==> config.mk <==
export PLATFORM = sky130hd
export DESIGN_NAME = alu_md_flat
export DESIGN_NICKNAME = d
export VERILOG_FILES = /design/src/rtl/alu_md_if.sv /design/src/rtl/alu_md.sv /design/src/flat_wrapper.sv
export SDC_FILE = /design/constraint.sdc
export NUM_CORES = 1
export LEC_CHECK = 0
export CAP_MARGIN = 20
export CELL_PAD_IN_SITES_DETAIL_PLACEMENT = 1
export CELL_PAD_IN_SITES_GLOBAL_PLACEMENT = 2
export CORE_ASPECT_RATIO = 1.1
export CORE_MARGIN = 5
export CORE_UTILIZATION = 28
export DETAILED_ROUTE_END_ITERATION = 16
export HOLD_SLACK_MARGIN = 0.02
export PLACE_DENSITY = 0.69
export SYNTH_ARGS = -nofsm -noshare
export SYNTH_HDL_FRONTEND = slang
export SYNTH_SLANG_ARGS = --single-unit
==> constraint.sdc <==
create_clock -name clk -period 9.55 [get_ports clk]
set_clock_uncertainty 0.1 [all_clocks]
set_input_delay 2.3875 -clock clk [delete_from_list [all_inputs] [get_ports clk]]
set_output_delay 2.3875 -clock clk [all_outputs]
set_load 0.05 [all_outputs]
==> src/rtl/alu_md_if.sv <==
// Request/response bundle for the alu_md arithmetic unit.
// master = requester side, slave = alu_md.
interface alu_md_if #(
  parameter int XLEN = 32
);
  logic            req_valid;
  logic            req_ready;
  logic [4:0]      opcode;
  logic [XLEN-1:0] input1;
  logic [XLEN-1:0] input2;
  logic            flush;
  logic            resp_valid;
  logic            resp_ready;
  logic [XLEN-1:0] out;

  modport master (
    output req_valid, opcode, input1, input2,
    output flush, resp_ready,
    input  req_ready, resp_valid, out
  );

  modport slave (
    input  req_valid, opcode, input1, input2,
    input  flush, resp_ready,
    output req_ready, resp_valid, out
  );
endinterface

==> src/rtl/alu_md.sv <==
// Single-cycle ALU plus iterative shift-add multiplier and
// restoring divider behind a valid/ready request/response port.
module alu_md #(
  parameter int XLEN    = 32,
  parameter int SHAMT_W = $clog2(XLEN)
) (
  input logic     clk,
  input logic     reset,
  alu_md_if.slave io
);
  typedef enum logic [1:0] {IDLE, MUL, DIV, DONE} state_e;

  state_e             state_q, state_d;
  logic [SHAMT_W-1:0] cnt_q, cnt_d;
  logic [XLEN-1:0]    a_q, a_d;
  logic [XLEN-1:0]    hi_q, hi_d;
  logic [XLEN-1:0]    lo_q, lo_d;
  logic [XLEN-1:0]    out_q, out_d;
  logic [1:0]         op_q, op_d;
  logic               neg_q, neg_d;
  logic               rneg_q, rneg_d;

  logic [XLEN-1:0]    in1, in2, alu_res;
  logic [SHAMT_W-1:0] shamt;
  logic               lt_s, lt_u;

  assign in1   = io.input1;
  assign in2   = io.input2;
  assign shamt = in2[SHAMT_W-1:0];
  assign lt_s  = $signed(in1) < $signed(in2);
  assign lt_u  = in1 < in2;

  always_comb begin
    alu_res = '0;
    case (io.opcode)
      5'd0:    alu_res = in1 + in2;
      5'd1:    alu_res = in1 << shamt;
      5'd2:    alu_res = in1 ^ in2;
      5'd3:    alu_res = in1 | in2;
      5'd4:    alu_res = in1 & in2;
      5'd5:    alu_res = in1 >> shamt;
      5'd6:    alu_res = {{(XLEN-1){1'b0}}, in1 == in2};
      5'd7:    alu_res = {{(XLEN-1){1'b0}}, in1 != in2};
      5'd8:    alu_res = in1 - in2;
      5'd9:    alu_res = $unsigned($signed(in1) >>> shamt);
      5'd10:   alu_res = {{(XLEN-1){1'b0}}, lt_s};
      5'd11:   alu_res = {{(XLEN-1){1'b0}}, !lt_s};
      5'd12:   alu_res = {{(XLEN-1){1'b0}}, lt_u};
      5'd13:   alu_res = {{(XLEN-1){1'b0}}, !lt_u};
      default: alu_res = '0;
    endcase
  end

  // Operand classification, signs and magnitudes at acceptance
  logic            acc, is_md, is_mul, is_div, sgn;
  logic            s1, s2, neg1, neg2, div0, ovf;
  logic            div0_go, ovf_go, div_go, alu_go;
  logic [XLEN-1:0] m1, m2;

  assign acc    = (state_q == IDLE) && io.req_valid && !io.flush;
  assign is_md  = io.opcode[4] && !io.opcode[3];
  assign is_mul = is_md && !io.opcode[2];
  assign is_div = is_md && io.opcode[2];
  assign sgn    = !io.opcode[0];
  assign s1     = is_mul ? (io.opcode[1] ^ io.opcode[0])
                         : (is_div && sgn);
  assign s2     = is_mul ? (io.opcode[1:0] == 2'b01)
                         : (is_div && sgn);
  assign neg1   = s1 && in1[XLEN-1];
  assign neg2   = s2 && in2[XLEN-1];
  assign m1     = neg1 ? -in1 : in1;
  assign m2     = neg2 ? -in2 : in2;
  assign div0   = (in2 == '0);
  assign ovf    = sgn && (in1 == {1'b1, {(XLEN-1){1'b0}}})
                  && (&in2);
  assign div0_go = is_div && div0;
  assign ovf_go  = is_div && ovf;
  assign div_go  = is_div && !div0 && !ovf;
  assign alu_go  = !is_md;

  // One shift-add step: {hi,lo} holds the partial product
  logic [XLEN:0]     mul_sum;
  logic [XLEN-1:0]   mul_hi, mul_lo;
  logic [2*XLEN-1:0] prod_u, prod;

  assign mul_sum = {1'b0, hi_q}
                 + (lo_q[0] ? {1'b0, a_q} : '0);
  assign mul_hi  = mul_sum[XLEN:1];
  assign mul_lo  = {mul_sum[0], lo_q[XLEN-1:1]};
  assign prod_u  = {mul_hi, mul_lo};
  assign prod    = neg_q ? -prod_u : prod_u;

  // One restoring step: hi = partial remainder, lo = dividend/quotient
  logic [XLEN:0]   div_r;
  logic            div_ge;
  logic [XLEN-1:0] div_rem, div_quo, rem_s, quo_s;

  assign div_r   = {hi_q, lo_q[XLEN-1]};
  assign div_ge  = div_r >= {1'b0, a_q};
  assign div_rem = div_ge ? XLEN'(div_r - {1'b0, a_q})
                          : div_r[XLEN-1:0];
  assign div_quo = {lo_q[XLEN-2:0], div_ge};
  assign quo_s   = neg_q ? -div_quo : div_quo;
  assign rem_s   = rneg_q ? -div_rem : div_rem;

  always_comb begin
    state_d = state_q;
    cnt_d   = cnt_q;
    a_d     = a_q;
    hi_d    = hi_q;
    lo_d    = lo_q;
    out_d   = out_q;
    op_d    = op_q;
    neg_d   = neg_q;
    rneg_d  = rneg_q;
    unique case (state_q)
      IDLE: if (acc) begin
        op_d   = io.opcode[1:0];
        cnt_d  = '0;
        hi_d   = '0;
        neg_d  = neg1 ^ neg2;
        rneg_d = neg1;
        unique case (1'b1)
          is_mul: begin
            state_d = MUL;
            a_d     = m1;
            lo_d    = m2;
          end
          div0_go: begin
            state_d = DONE;
            out_d   = io.opcode[1] ? in1 : '1;
          end
          ovf_go: begin
            state_d = DONE;
            out_d   = io.opcode[1] ? '0 : in1;
          end
          div_go: begin
            state_d = DIV;
            a_d     = m2;
            lo_d    = m1;
          end
          alu_go: begin
            state_d = DONE;
            out_d   = alu_res;
          end
          default: state_d = IDLE;
        endcase
      end
      MUL: begin
        hi_d  = mul_hi;
        lo_d  = mul_lo;
        cnt_d = cnt_q + SHAMT_W'(1);
        if (cnt_q == SHAMT_W'(XLEN-1)) begin
          state_d = DONE;
          out_d   = (op_q == 2'b00) ? prod[XLEN-1:0]
                                    : prod[2*XLEN-1:XLEN];
        end
        if (io.flush) state_d = IDLE;
      end
      DIV: begin
        hi_d  = div_rem;
        lo_d  = div_quo;
        cnt_d = cnt_q + SHAMT_W'(1);
        if (cnt_q == SHAMT_W'(XLEN-1)) begin
          state_d = DONE;
          out_d   = op_q[1] ? rem_s : quo_s;
        end
        if (io.flush) state_d = IDLE;
      end
      DONE: begin
        if (io.flush || io.resp_ready) state_d = IDLE;
      end
    endcase
  end

  always_ff @(posedge clk or posedge reset) begin
    if (reset) begin
      state_q <= IDLE;
      cnt_q   <= '0;
      a_q     <= '0;
      hi_q    <= '0;
      lo_q    <= '0;
      out_q   <= '0;
      op_q    <= '0;
      neg_q   <= 1'b0;
      rneg_q  <= 1'b0;
    end else begin
      state_q <= state_d;
      cnt_q   <= cnt_d;
      a_q     <= a_d;
      hi_q    <= hi_d;
      lo_q    <= lo_d;
      out_q   <= out_d;
      op_q    <= op_d;
      neg_q   <= neg_d;
      rneg_q  <= rneg_d;
    end
  end

  assign io.req_ready  = (state_q == IDLE);
  assign io.resp_valid = (state_q == DONE);
  assign io.out        = out_q;
endmodule
==> src/flat_wrapper.sv <==
// flat-port wrapper written by rule: the top's interface ports become plain ports
module alu_md_flat 
#(
  parameter int XLEN    = 32,
  parameter int SHAMT_W = $clog2(XLEN)
)
  (clk, reset, io_req_valid, io_opcode, io_input1, io_input2, io_flush, io_resp_ready, io_req_ready, io_resp_valid, io_out);
  alu_md_if #(.XLEN(XLEN)) io_i ();
  input logic clk;
  input logic reset;
  input wire logic [$bits(io_i.req_valid)-1:0] io_req_valid;
  input wire logic [$bits(io_i.opcode)-1:0] io_opcode;
  input wire logic [$bits(io_i.input1)-1:0] io_input1;
  input wire logic [$bits(io_i.input2)-1:0] io_input2;
  input wire logic [$bits(io_i.flush)-1:0] io_flush;
  input wire logic [$bits(io_i.resp_ready)-1:0] io_resp_ready;
  output wire logic [$bits(io_i.req_ready)-1:0] io_req_ready;
  output wire logic [$bits(io_i.resp_valid)-1:0] io_resp_valid;
  output wire logic [$bits(io_i.out)-1:0] io_out;
  assign io_i.req_valid = io_req_valid;
  assign io_i.opcode = io_opcode;
  assign io_i.input1 = io_input1;
  assign io_i.input2 = io_input2;
  assign io_i.flush = io_flush;
  assign io_i.resp_ready = io_resp_ready;
  assign io_req_ready = io_i.req_ready;
  assign io_resp_valid = io_i.resp_valid;
  assign io_out = io_i.out;
  alu_md #(.XLEN(XLEN), .SHAMT_W(SHAMT_W)) u_core (.clk(clk), .reset(reset), .io(io_i));
endmodule
# Word-level counts from Yosys, hierarchy flattened
# Cells that the tools add are included.
# word_totals
register_bits	139
# classes
reduce_logical	41
n_lt_le_gt_ge	3
addsub	10
bitwise	5
n_mux	33
eq_ne	28
shifts	3
# ops
op	count
32-bit 2-to-1 mux	15
32-bit one-hot mux with 14 select lines	1
32-bit one-hot mux with 3 select lines	4
32-bit negation	4
32-bit one-hot mux with 2 select lines	2
32-bit less-than comparator	2
64-bit 2-to-1 mux	1
64-bit negation	1
32-bit subtractor	2
32-bit by 32-bit adder with 33-bit output	1
33-bit by 32-bit >= comparator with 1-bit output	1
32-bit adder	1
32-bit AND	1
32-bit == test	1
32-bit == test (second input constant)	1
32-bit logical NOT	1
32-bit inequality test	1
32-bit bitwise OR	1
32-bit AND reduction	1
32-bit by 5-bit << shifter with 32-bit output	1
32-bit by 5-bit >> shifter with 32-bit output	1
32-bit by 5-bit >>> shifter with 32-bit output	1
32-bit XOR	1
5-bit by 4-bit == test with 1-bit output (second input constant)	6
other kinds (28)	71

# Logic depth before layout (Yosys ltp)
# Gate-level depths: netlist of the first run.
# logic_depth
depth_word	10
mapped_depth	25
ltp_nobuf	21

# Worst setup path before layout of the first run
# OpenSTA, ideal clock, no wires.
# synth_timing
path_type	in2reg
start	in io_input2[2]
end	reg u_core.out_q[27] (netlist: u_core.io.out[27])
t_required_ps	9310
cell_stages	15
arrival_ps	6316
slack_ps	2994
setup_time_ps	140
path_cell_list	clkbuf_1 inv_1 buf_1 buf_1 ha_1 or3_1 o221ai_1 o21ba_2 a22oi_1 o21ai_0 a2111oi_0 o41ai_1 o221ai_1 a2111oi_0 a211oi_1
# synth_between
elab_chain_len	6
elab_cells_between_ends	16
# synth_rtl
element	line	rtl
from (decl)	flat_wrapper.sv:14	input wire logic [$bits(io_i.input2)-1:0] io_input2;
parallel branches: the longest is 6 deep, another holds 32-bit subtractor	-	
to (signal assigned)	alu_md.sv:193	out_q <= out_d;
to (decl)	alu_md.sv:18	logic [XLEN-1:0] out_q, out_d;
# Several ways; the timed one is not identified. The select of a mux whose other input is x is not followed.
# A chain may end at the register's enable or synchronous reset.

# Worst setup path after layout of the first run
# layout_timing
start	in io_input1[7]
end	reg u_core.out_q[26] (netlist: u_core.io.out[26])
# layout_between
elab_chain_len	7
elab_cells_between_ends	15
# layout_rtl
element	line	rtl
from (decl)	flat_wrapper.sv:13	input wire logic [$bits(io_i.input1)-1:0] io_input1;
parallel branches: the longest is 7 deep, another holds 32-bit subtractor	-	
# Several ways; the timed one is not identified. The select of a mux whose other input is x is not followed.

==> metrics list, run 1 <==
- PD cells: 313 mW/mm^2
- Dominant cell type by area after synthesis: sky130_fd_sc_hd__dfrtp_1
* CP Data Arrival Time: 7.88 ns
- Post-CTS timing repair inserted 0 buffers for setup.
* Sum of negative setup slack: 0 ns
* TritonCTS clock tree: done
- The via count of the first global-routing pass is 28400.
* Slew at the pin closest to its max-slew limit: 1.11 ns
* Initial Utilization: 28.3%
* Portion of the clock cycle consumed by the worst path in the final layout: 80.4%
- Relative slew slack: 24.9%
- From left edge to right edge, the die measures 295 um.
- The hold violation total from the final report came to 0.
- Congestion Overflow GR: 0
* Xor and xnor area share after synthesis: 7.97%
- Clock tree synthesis inserted a total of 17 buffers.
- Deepest clock path buffer count: 2
- Pins over their slew limit: 0
* Detailed-route wire length: 135 mm
- In the final routed layout, each cell accounts on average for 28.9 um.
* Post-route cell area: 0.0275 mm^2
* # DRC: 0
* Max-capacitance violation count: 0
- Synthesized instance count: 3606
* Critical path peak fanout: 23
- Path category of the worst min-delay check: flop to flop
- Summed over its instances, the top area cell type makes up 13.9% of the synthesized netlist area.
* Synth Register Bits: 139
* Number of distinct library cell variants in the gate-level netlist after synthesis: 88
- Once layout is complete, the utilization of the core stands at 31.2%.
* Die Span Y: 323 um
* Maximum operating frequency: 130 MHz
- The HPWL after detailed placement is 107 mm.
- Net count, final: 3760
* Row count: 114
* Syn-to-layout area delta: 10.2%
- Clock tree synthesis selected as its root buffer the cell sky130_fd_sc_hd__clkbuf_16.
- The run finished with clean final reports.
* Simple-gate area share of the yosys netlist: 21.5%
- Setup violation total in the final timing report: 0
- WS Path Type: input pin to flop
- Area post-placement: 0.0269 mm^2
* Post-synthesis compound-gate area fraction: 32.6%
- Pin placement for this block handled 108 I/O pins.
- Multiplexer cells account for 7.85% of the synthesized area.
- The core region is 0.0881 mm^2.
* CP endpoint kind: flop
- Required @ worst endpoint: 9.75 ns
* Leading cell types by count after synthesis: 398 x sky130_fd_sc_hd__nand2_1, 389 x sky130_fd_sc_hd__o21ai_0, 374 x sky130_fd_sc_hd__nor2_1, 293 x sky130_fd_sc_hd__a21oi_1, 256 x sky130_fd_sc_hd__clkbuf_1
- sky130_fd_sc_hd__nand2_1 is the most common cell in the netlist.
* CTS sink cnt: 139
- Die Area: 0.0952 mm^2
* Largest family of logic cells by synthesized area: compound AO/OA/AOI/OAI gates
- Number of warnings reported in the yosys synthesis log: 0
* Clock-pin transition on the worst setup and hold timing paths: 0.07 ns
- Initial DRT Pass Iterations: 5
* Number of enable-type register cells in the synthesized netlist: 0
- Entering global routing, the biggest net connects 73 pins.
- After the first detailed-routing iteration, the DRC count stood at 2315.
* Dominant register cell in the synthesized netlist: sky130_fd_sc_hd__dfrtp_1
* Via-per-instance ratio: 6.06
- Initial antenna violation count: 4
- At the end of routability-driven placement, the weighted congestion stood at 0.974.
* Post-synthesis net count: 3861
- Summed over all cells, the static leakage comes to 11.1 nW.
* Number of gates resized after cts: 0
- Unrepaired setup endpoints after global routing: false
- Netlist area before placement: 0.0250 mm^2
- Number of vias after detailed routing: 28400
- Number of levels in the clock H-tree: 4
- Yosys attributes the largest share of cell area to sky130_fd_sc_hd__dfrtp_1 14%, sky130_fd_sc_hd__ha_1 8.9%, sky130_fd_sc_hd__o21ai_0 7.8%.
- Critical path startpoint category: input pin
- Share of cells above drive strength 1: 6.40%
- The tightest hold path in the finished design has a slack of 0.387 ns.
- Power comes to 8.61 mW.
- The share of the Yosys chip area taken by registers is 13.9%.
- At the later pin of the worst-skew pair, clock insertion delay measures 0.47 ns.
* Wire length of the first global-routing pass: 197 mm
- Counting flops with an async set or reset pin after synthesis yields a share of 100%.
- After synthesis, the mean cell area works out to 6.92 um^2.
- The synthesized netlist devotes 9.20% of its cell area to adder and majority cells.
- After layout, the minimum clock period comes to 7.68 ns.
- The count of nets left with antenna violations once routing finished came out at 0.
- For this run, the total global-route usage over all layers was measured as 27.4%.
- Hold-fix buffer count after cts: 0
- IR analysis of the VDD net gives a maximum drop of 0.000226 V.
* I/O Buffers: 107
## layer usage
layer | up-vias | share of wire, % | global-route usage, %
met5 | - | 0.0096 | 0
met4 | 2 | 5.1 | 11.8
met3 | 289 | 4.9 | 3.22
met2 | 940 | 47 | 46.3
met1 | 14200 | 43 | 35.3
li1 | 13000 | - | -
## cells in the final DEF, fill, tap and decap left out, types with 26 or more instances in the layout
master,n
sky130_fd_sc_hd__a211oi_1,29
sky130_fd_sc_hd__a21o_1,43
sky130_fd_sc_hd__a21oi_1,293
sky130_fd_sc_hd__a221oi_1,34
sky130_fd_sc_hd__a22oi_1,53
sky130_fd_sc_hd__a31oi_1,50
sky130_fd_sc_hd__and3_1,35
sky130_fd_sc_hd__buf_4,67
sky130_fd_sc_hd__clkdlybuf4s50_1,102
sky130_fd_sc_hd__dfrtp_1,138
sky130_fd_sc_hd__ha_1,174
sky130_fd_sc_hd__inv_1,160
sky130_fd_sc_hd__mux2_2,28
sky130_fd_sc_hd__mux2i_1,99
sky130_fd_sc_hd__mux4_2,29
sky130_fd_sc_hd__nand2_1,397
sky130_fd_sc_hd__nand2b_1,28
sky130_fd_sc_hd__nand3_1,62
sky130_fd_sc_hd__nand4_1,42
sky130_fd_sc_hd__nor2_1,373
sky130_fd_sc_hd__nor3_1,60
sky130_fd_sc_hd__nor4_1,26
sky130_fd_sc_hd__o211ai_1,58
sky130_fd_sc_hd__o21ai_0,389
sky130_fd_sc_hd__o21bai_1,30
sky130_fd_sc_hd__o31ai_1,43
sky130_fd_sc_hd__or3_1,38
sky130_fd_sc_hd__xnor2_1,162
sky130_fd_sc_hd__xor2_1,65
## area by class of cell
class | instances | area (um^2)
diodes | 3 | 7.51
multi-input cells | 3007 | 19800
repair buffers | 174 | 1570
fillers | 11000 | 60600
clock buffers | 18 | 439
well taps | 1160 | 1450
clock inverters | 14 | 113
flip-flops and latches | 139 | 3480
inverters | 166 | 628
## per-stage QoR
step                      setup WS [ns]  cells
after floorplan                    2.99   3606
after global placement             1.77   4645
after detailed placement           1.64   4645
after CTS                          2.13   4677
after global routing               1.78   4678
final                              1.87   4681
## power by group
group / internal [mW] / switching (mW) / total [mW]
logic: 2.17 / 4.47 / 6.64
registers: 0.856 / 0.440 / 1.30
clock network: 0.343 / 0.329 / 0.673
total: 3.37 / 5.23 / 8.61
## final timing paths
check,slack (ns),end,from,cells past startpoint
max,1.87,u_core.io.out[26]$_DFFE_PP0P_,io_input1[7],15
min,0.39,u_core.io.out[5]$_DFFE_PP0P_,u_core.io.out[5]$_DFFE_PP0P_,2
max reg2reg,3.25,u_core.io.out[31]$_DFFE_PP0P_,u_core.lo_q[31]$_DFFE_PP0P_,17
min reg2reg,0.39,u_core.io.out[5]$_DFFE_PP0P_,u_core.io.out[5]$_DFFE_PP0P_,2
max in group asynchronous,5.94,u_core.a_q[30]$_DFFE_PP0P_,reset,3
min in group asynchronous,2.23,u_core.hi_q[4]$_DFFE_PP0P_,reset,2
## critical path: stages
cell and delay (ns):
sky130_fd_sc_hd__clkdlybuf4s50_1 0.78, sky130_fd_sc_hd__or4_1 0.63, sky130_fd_sc_hd__or3_1 0.47, sky130_fd_sc_hd__nor4_1 0.26, sky130_fd_sc_hd__buf_4 0.22, sky130_fd_sc_hd__nand3_1 0.13
sky130_fd_sc_hd__nor4_1 0.62, sky130_fd_sc_hd__a21o_1 0.29, sky130_fd_sc_hd__a21oi_1 0.13, sky130_fd_sc_hd__a211oi_4 0.34, sky130_fd_sc_hd__buf_4 0.36, sky130_fd_sc_hd__and2_0 0.47
sky130_fd_sc_hd__o2111ai_1 0.30, sky130_fd_sc_hd__o32ai_1 0.38, sky130_fd_sc_hd__a31oi_1 0.08
## logic make-up (layout without fill, tap and decap cells)
| family | Yosys count | in the layout |
|---|---|---|
| AO/OA/AOI/OAI | 1271 | 1271 |
| buffers and inverters | 460 | 372 |
| flip-flops | 139 | 139 |
| other | 0 | 3 |
| adder cells (fa/ha/maj) | 181 | 181 |
| XOR/XNOR | 227 | 227 |
| multiplexers | 156 | 156 |
| AND/OR/NAND/NOR | 1172 | 1172 |
## registers in the layout (all words and copies together) (netlist names)
name,cells
u_core.op_q,2
u_core.lo_q,32
u_core.neg_q,1
u_core.a_q,32
u_core.hi_q,32
u_core.io.out,32
u_core.rneg_q,1
u_core.state_q,2
u_core.cnt_q,5
Note: power is estimated with default switching activity, not from simulation.
==> run 2: changes to the inputs <==
Clock period 9.55 ns to 7.48 ns, I/O delays scaled along.
==> metrics list, run 2 (same netlist as run 1, synthesis figures left out) <==
* Run status: complete, no violations
* Initial DRT Pass Iterations: 5 (unchanged)
- Worst reg2reg path depth: 20 (+3)
- The largest vdd supply drop came to 0.000233 V (+3.3%).
* Deepest clock path buffer count: 2 (unchanged)
- Part of the total power dissipated in combinational logic: 76.9% (-0.2 points)
- The static leakage came to 11.3 nW (+2.2%).
* Final routed wire length divided by cell count: 29.1 um (+0.55%)
- The portion of total power attributed to the clock network came to 8.1% (+0.3 points).
* Via-per-instance ratio: 6.03 (-0.49%)
- The hold violation total from the final report was 0 (unchanged).
* Row count: 114 (unchanged)
- Die width: 295 um (unchanged)
- The final setup violation count is 0 (unchanged).
- Share of cells above drive strength 1: 7.42% (+1.0 points)
- Maximum operating frequency: 156 MHz
- CP endpoint kind: flop
* Design internal power: 4.42 mW (+31%)
- The total detailed-routing wirelength came to 137 mm (+1.4%).
- The worst setup path is launched from an input pin.
* I/O Buffers: 107 (unchanged)
- Clock Latency Late Sink: 0.46 ns (about the same)
* Initial DRC count: 2395 (+3.5%)
- Relative to the synthesized area, the layout overhead comes to 11.7%.
- The clock-pin transition on the worst setup and hold timing paths came to 0.06 ns (about the same).
- The max-capacitance violation count is 0 (unchanged).
* Portion of the clock cycle consumed by the worst path in the final layout: 85.8%
- Number of levels in the clock H-tree: 4 (unchanged)
- The via count of the first global-routing pass is 28400 (-0.077%).
* Clock tree root buffer cell: sky130_fd_sc_hd__clkbuf_16
- The global-route wire length before repair is 199 mm (+1.1%).
* Launch instance of the worst register-to-register path: u_core.hi_q[11]$_DFFE_PP0P_
- The final routed DRC violation total is 0 (unchanged).
- Critical path peak fanout: 11 (-52%)
- Leaving out fill and tap cells, the most frequent cell in the layout is sky130_fd_sc_hd__nand2_1.
- The final layout net count is 3803 (+1.1%).
- Die Span Y: 323 um (unchanged)
- Post-CTS setup buffer count: 0 (unchanged)
- Final ANT Viol Nets: 0 (unchanged)
* Slowest-stage cell, CP: sky130_fd_sc_hd__a2111oi_0
* CP Data Arrival Time: 6.62 ns (-1.26 ns)
- Maximum number of pins on one net before global-route repair: 69 (-5.5%)
* Total power: 11.0 mW (+28%)
- The largest stage delay on the critical path came to 0.72 ns (-0.06 ns).
- Slew at the pin closest to its max-slew limit: 1.09 ns (-0.0244 ns)
- The number of sinks driven by the clock tree is 139 (unchanged).
- Global-route usage over all layers: 27.8% (+0.44 points)
- Number of vias after detailed routing: 28500 (+0.38%)
- Reg power frac: 15.1% (about the same)
- Number of gates resized after cts: 0 (unchanged)
* Congestion Overflow GR: 0 (unchanged)
* Required @ worst endpoint: 7.68 ns (-2.07 ns)
- Initial antenna violation count: 3 (-1)
* Post-route cell area: 0.0279 mm^2 (+1.3%)
- TritonCTS clock tree: done
- The worst hold path belongs to the class flop to flop.
- Final min period: 6.42 ns
* WS Path Type: input pin to flop
- The power dissipated by switching net loads was 6.60 mW (+26%).
* Die Area: 0.0952 mm^2 (unchanged)
- The layout filler cell count came to 11000 (+0.35%).
- Pins over their slew limit: 0 (unchanged)
- Buffers plus inverters on the worst setup path: 4 (+1)
- Number of top-level pins: 108 (unchanged)
- Leaving out fill and tap cells, the most frequent cells in the layout are 397 x sky130_fd_sc_hd__nand2_1, 389 x sky130_fd_sc_hd__o21ai_0, 373 x sky130_fd_sc_hd__nor2_1.
- The total power divided by cell area was 395 mW/mm^2 (+26%).
- Top Family by Delay on Critical Path: compound AO/OA/AOI/OAI gates
* Chain of cells forming the critical path: clkdlybuf4s50_1, inv_1, ha_1, or4_1, or3_1, inv_1, a22oi_1, o21ai_0, buf_4, a2111oi_0, o41ai_1, o221ai_1, a2111oi_0, a211oi_1
- In this run the critical register-to-register path is captured at u_core.io.out[30]$_DFFE_PP0P_.
- The hold path depth is 2 (unchanged).
* Half-perimeter wire length after placement: 110 mm (+2.8%)
* Placer's final routability congestion estimate: 1.00 (+2.7%)
- Crit path setup slack, layout: 1.06 ns (-0.809 ns)
- Setup slack at placement: 0.771 ns (-0.870 ns)
- Setup repair after global routing left no endpoint under its margin.
* Hold-fix buffer count after cts: 0 (unchanged)
- The accumulated negative setup slack came to 0 ns (unchanged).
- Worst hold path startpoint: u_core.a_q[22]$_DFFE_PP0P_
- The reg-to-reg setup timing slack was 1.21 ns (-2.04 ns).
* Placeable core area: 0.0881 mm^2 (unchanged)
- For hold timing, the worst endpoint is u_core.a_q[22]$_DFFE_PP0P_.
- Initial Utilization: 28.3% (unchanged)
- Number of buffers inserted during clock tree synthesis: 17 (unchanged)
- The cell area after placement was 0.0273 mm^2 (+1.3%).
* Relative slew slack: 25.5% (+0.53 points)
- The fraction of power spent switching nets was 59.9% (-0.90 points).
## run 2: cell type report
class	instances	area [um^2]	share of cell area (%)
antenna	2	5.00	0.0180
clock buffer	21	470	1.69
clock inverter	10	118	0.422
inverter	166	628	2.25
multi-input combinational	3007	19800	71.0
sequential	139	3480	12.5
tap	1160	1450	5.21
timing repair buffer	217	1920	6.89
## run 2: power by group through the flow
stage               clock network, mW  logic, mW  registers (mW)
global route                    0.937       9.19            1.70
detailed placement                  0       8.32            1.66
CTS                             0.912       8.39            1.65
global placement                    0       8.29            1.67
floorplan                           0       5.48            1.57
finish                          0.889       8.47            1.66
## run 2: through the flow
stage	std cells	util (%)	hold WS, ns
4_1_cts	4719	31.6	0.389
6_report	4722	31.6	0.384
3_3_place_gp	4688	30.9	0.366
5_1_grt	4720	31.6	0.416
2_1_floorplan	3606	-	0.350
3_5_place_dp	4688	30.9	0.375
## run 2: layer usage
metal  track usage (%)  share of wire (%)
met5                 0              0.020
met4              12.9                5.4
met3              2.25                4.5
met2              46.0                 46
met1              37.0                 44
## run 2: how the worst max path moves through the flow
stage,from,end,slack [ns],cells after the start
floorplan,io_input2[2],u_core.io.out[27]$_DFFE_PP0P_,1.44,15
global placement,io_input2[12],u_core.io.out[27]$_DFFE_PP0P_,0.78,14
detailed placement,io_input1[0],u_core.io.out[0]$_DFFE_PP0P_,0.77,19
CTS,u_core.lo_q[0]$_DFFE_PP0P_,u_core.io.out[31]$_DFFE_PP0P_,1.21,15
global route,io_input1[7],u_core.io.out[27]$_DFFE_PP0P_,0.93,14
finish,io_input2[12],u_core.io.out[27]$_DFFE_PP0P_,1.06,14
## run 2: worst reg2reg max path, delay by kind of cell, from the launching register on
family	cells	cell delay (ns)
adder cells (fa/ha/maj)	2	0.78
XOR/XNOR	1	0.18
AND/OR/NAND/NOR	9	3.11
flip-flops	1	0.47
AO/OA/AOI/OAI	6	1.30
buffers and inverters	2	0.22
==> run 3: changes to the inputs <==
Settings changed: CTS_BUF_LIST set to sky130_fd_sc_hd__clkbuf_16, PLACE_DENSITY 0.69 to not set, PLACE_DENSITY_LB_ADDON set to 0.2.
==> metrics list, run 3 (same netlist as run 1, synthesis figures left out) <==
- Syn-to-layout area delta: 11.9%
- The number of sinks driven by the clock tree is 139 (unchanged).
* CP Data Arrival Time: 6.92 ns (+0.30 ns)
- Portion of the clock cycle consumed by the worst path in the final layout: 89.7% (+3.9 points)
- Die Span Y: 323 um (unchanged)
- Critical path peak fanout: 35 (+24)
- The largest net degree at the start of global routing was 72 (+4.3%).
- Half-perimeter wire length after placement: 112 mm (+1.5%)
- # DRC: 0 (unchanged)
- TritonCTS clock tree: done
- Deepest clock path buffer count: 2 (unchanged)
- Initial DRT Pass Iterations: 5 (unchanged)
- Number of vias after detailed routing: 28200 (-0.98%)
- The DRC marker count from the first detailed-route iteration was 2422 (+1.1%).
- Final min period: 6.71 ns (+0.294 ns)
* Share of cells above drive strength 1: 7.65% (+0.23 points)
* Placeable core area: 0.0881 mm^2 (unchanged)
- Die Area: 0.0952 mm^2 (unchanged)
* IR Drop Worst-Case VDD: 0.000241 V (+3.3%)
- The overall power of the completed layout is 11.0 mW (about the same).
- The boundary pin count was 108 (unchanged).
- Leaving out fill and tap cells, the most frequent cell in the layout is sky130_fd_sc_hd__nand2_1.
- Initial Utilization: 28.3% (unchanged)
- Worst setup slack for register-to-register paths: 1.19 ns (-0.02 ns)
- The worst hold slack across all endpoints came to 0.384 ns (+0.000249 ns).
* Required @ worst endpoint: 7.69 ns (about the same)
* Number of buffers inserted during clock tree synthesis: 17 (unchanged)
- The clock-pin transition on the worst setup and hold timing paths is 0.07 ns (about the same).
- Wire length of the first global-routing pass: 201 mm (+1.0%)
- Number of gates resized after cts: 0 (unchanged)
- Congestion Overflow GR: 0 (unchanged)
- The fmax was 149 MHz (-4.4%).
- CP endpoint kind: flop
- Global-route usage over all layers: 28.3% (+0.48 points)
- By startpoint and endpoint, the worst setup path is classified as input pin to flop.
* Clock Latency Late Sink: 0.49 ns (+0.03 ns)
* Final Hold Fails: 0 (unchanged)
* Via-per-instance ratio: 5.96 (-1.1%)
* Run status: complete, no violations
- Row count: 114 (unchanged)
- The accumulated negative setup slack was 0 ns (unchanged).
- Slew at the pin closest to its max-slew limit: 1.13 ns (+0.0385 ns)
- Setup violation total in the final timing report: 0 (unchanged)
- Clock tree root buffer cell: sky130_fd_sc_hd__clkbuf_16
- The antenna diode count came to 0 (-2).
- Path category of the worst min-delay check: flop to flop
* Standby leakage power: 11.3 nW (+0.28%)
* Max-capacitance violation count: 0 (unchanged)
- Die width: 295 um (unchanged)
* Pins over their slew limit: 0 (unchanged)
- The worst max-slew margin expressed relative to the limit came to 24.8% (-0.69 points).
- Post-CTS setup buffer count: 0 (unchanged)
* Detailed-route wire length: 139 mm (+1.4%)
- The H-tree level count is 4 (unchanged).
- Critical path startpoint category: input pin
* Highest-count cells in the layout ignoring fill and taps: 397 x sky130_fd_sc_hd__nand2_1, 389 x sky130_fd_sc_hd__o21ai_0, 373 x sky130_fd_sc_hd__nor2_1
- Via count of the first global-routing pass: 28300 (-0.17%)
* Unrepaired setup endpoints after global routing: false
* PD cells: 394 mW/mm^2 (-0.26%)
- The post-cts hold buffer count is 0 (unchanged).
* Net count, final: 3811 (+0.21%)
* Initial antenna violation count: 1 (-2)
* Placer's final routability congestion estimate: 0.999 (-0.17%)
- The remaining number of nets flagged by the antenna check after routing came to 0 (unchanged).
- I/O Buffers: 107 (unchanged)
- The mean routed wirelength per cell was 29.5 um (+1.2%).
-- run 3: final timing paths --
check                                                start                       endpoint  cells past startpoint
min in group asynchronous                            reset      u_core.a_q[5]$_DFFE_PP0P_                      2
worst min register to register  u_core.a_q[13]$_DFFE_PP0P_     u_core.a_q[13]$_DFFE_PP0P_                      2
worst max-delay path                          io_input1[8]  u_core.io.out[27]$_DFFE_PP0P_                     13
worst max register to register  u_core.hi_q[8]$_DFFE_PP0P_  u_core.io.out[30]$_DFFE_PP0P_                     20
worst min-delay path            u_core.a_q[13]$_DFFE_PP0P_     u_core.a_q[13]$_DFFE_PP0P_                      2
max in group asynchronous                            reset       u_core.neg_q$_DFFE_PP0P_                      3
-- run 3: cell type report --
type	instances	area, um^2
Fill cell	11000	60200
Multi-Input combinational cell	3007	19800
Sequential cell	139	3480
Timing Repair Buffer	225	1980
Tap cell	1160	1450
Inverter	166	628
Clock buffer	17	425
Clock inverter	15	151
-- run 3: report_power, final --
group	internal, mW	total [mW]	switching, mW
Sequential	1.09	1.66	0.564
Clock	0.468	0.894	0.426
Combinational	2.79	8.46	5.67
Total	4.35	11.0	6.66
-- run 3: routing by layer --
layer | vias up | wire length, um | GRT usage [%]
li1 | 13000 | - | -
met1 | 14000 | 60100 | 36.5
met2 | 881 | 64600 | 47.1
met3 | 251 | 6310 | 2.91
met4 | 0 | 8280 | 14.3
met5 | - | 0 | 0
-- run 3: critical path, stage by stage --
cell,delay [ns]
sky130_fd_sc_hd__clkdlybuf4s50_1,0.47
sky130_fd_sc_hd__or4_1,0.61
sky130_fd_sc_hd__or3_1,0.49
sky130_fd_sc_hd__nor4_1,0.83
sky130_fd_sc_hd__nand3_1,0.27
sky130_fd_sc_hd__nor4_1,0.24
sky130_fd_sc_hd__buf_4,0.18
sky130_fd_sc_hd__a21o_1,0.18
sky130_fd_sc_hd__a21oi_1,0.14
sky130_fd_sc_hd__a211o_1,0.38
sky130_fd_sc_hd__buf_4,0.27
sky130_fd_sc_hd__a2111oi_0,0.88
sky130_fd_sc_hd__a211oi_1,0.09
-- run 3: stage by stage --
stage | std cells | setup WS (ns) | area, um^2 | utilization (%)
floorplan | 3606 | 1.44 | 25000 | -
global placement | 4694 | 0.592 | 27300 | 31.0
detailed placement | 4697 | 0.534 | 27300 | 31.0
CTS | 4729 | 1.02 | 27900 | 31.7
global route | 4729 | 0.800 | 27900 | 31.7
finish | 4729 | 0.768 | 27900 | 31.7
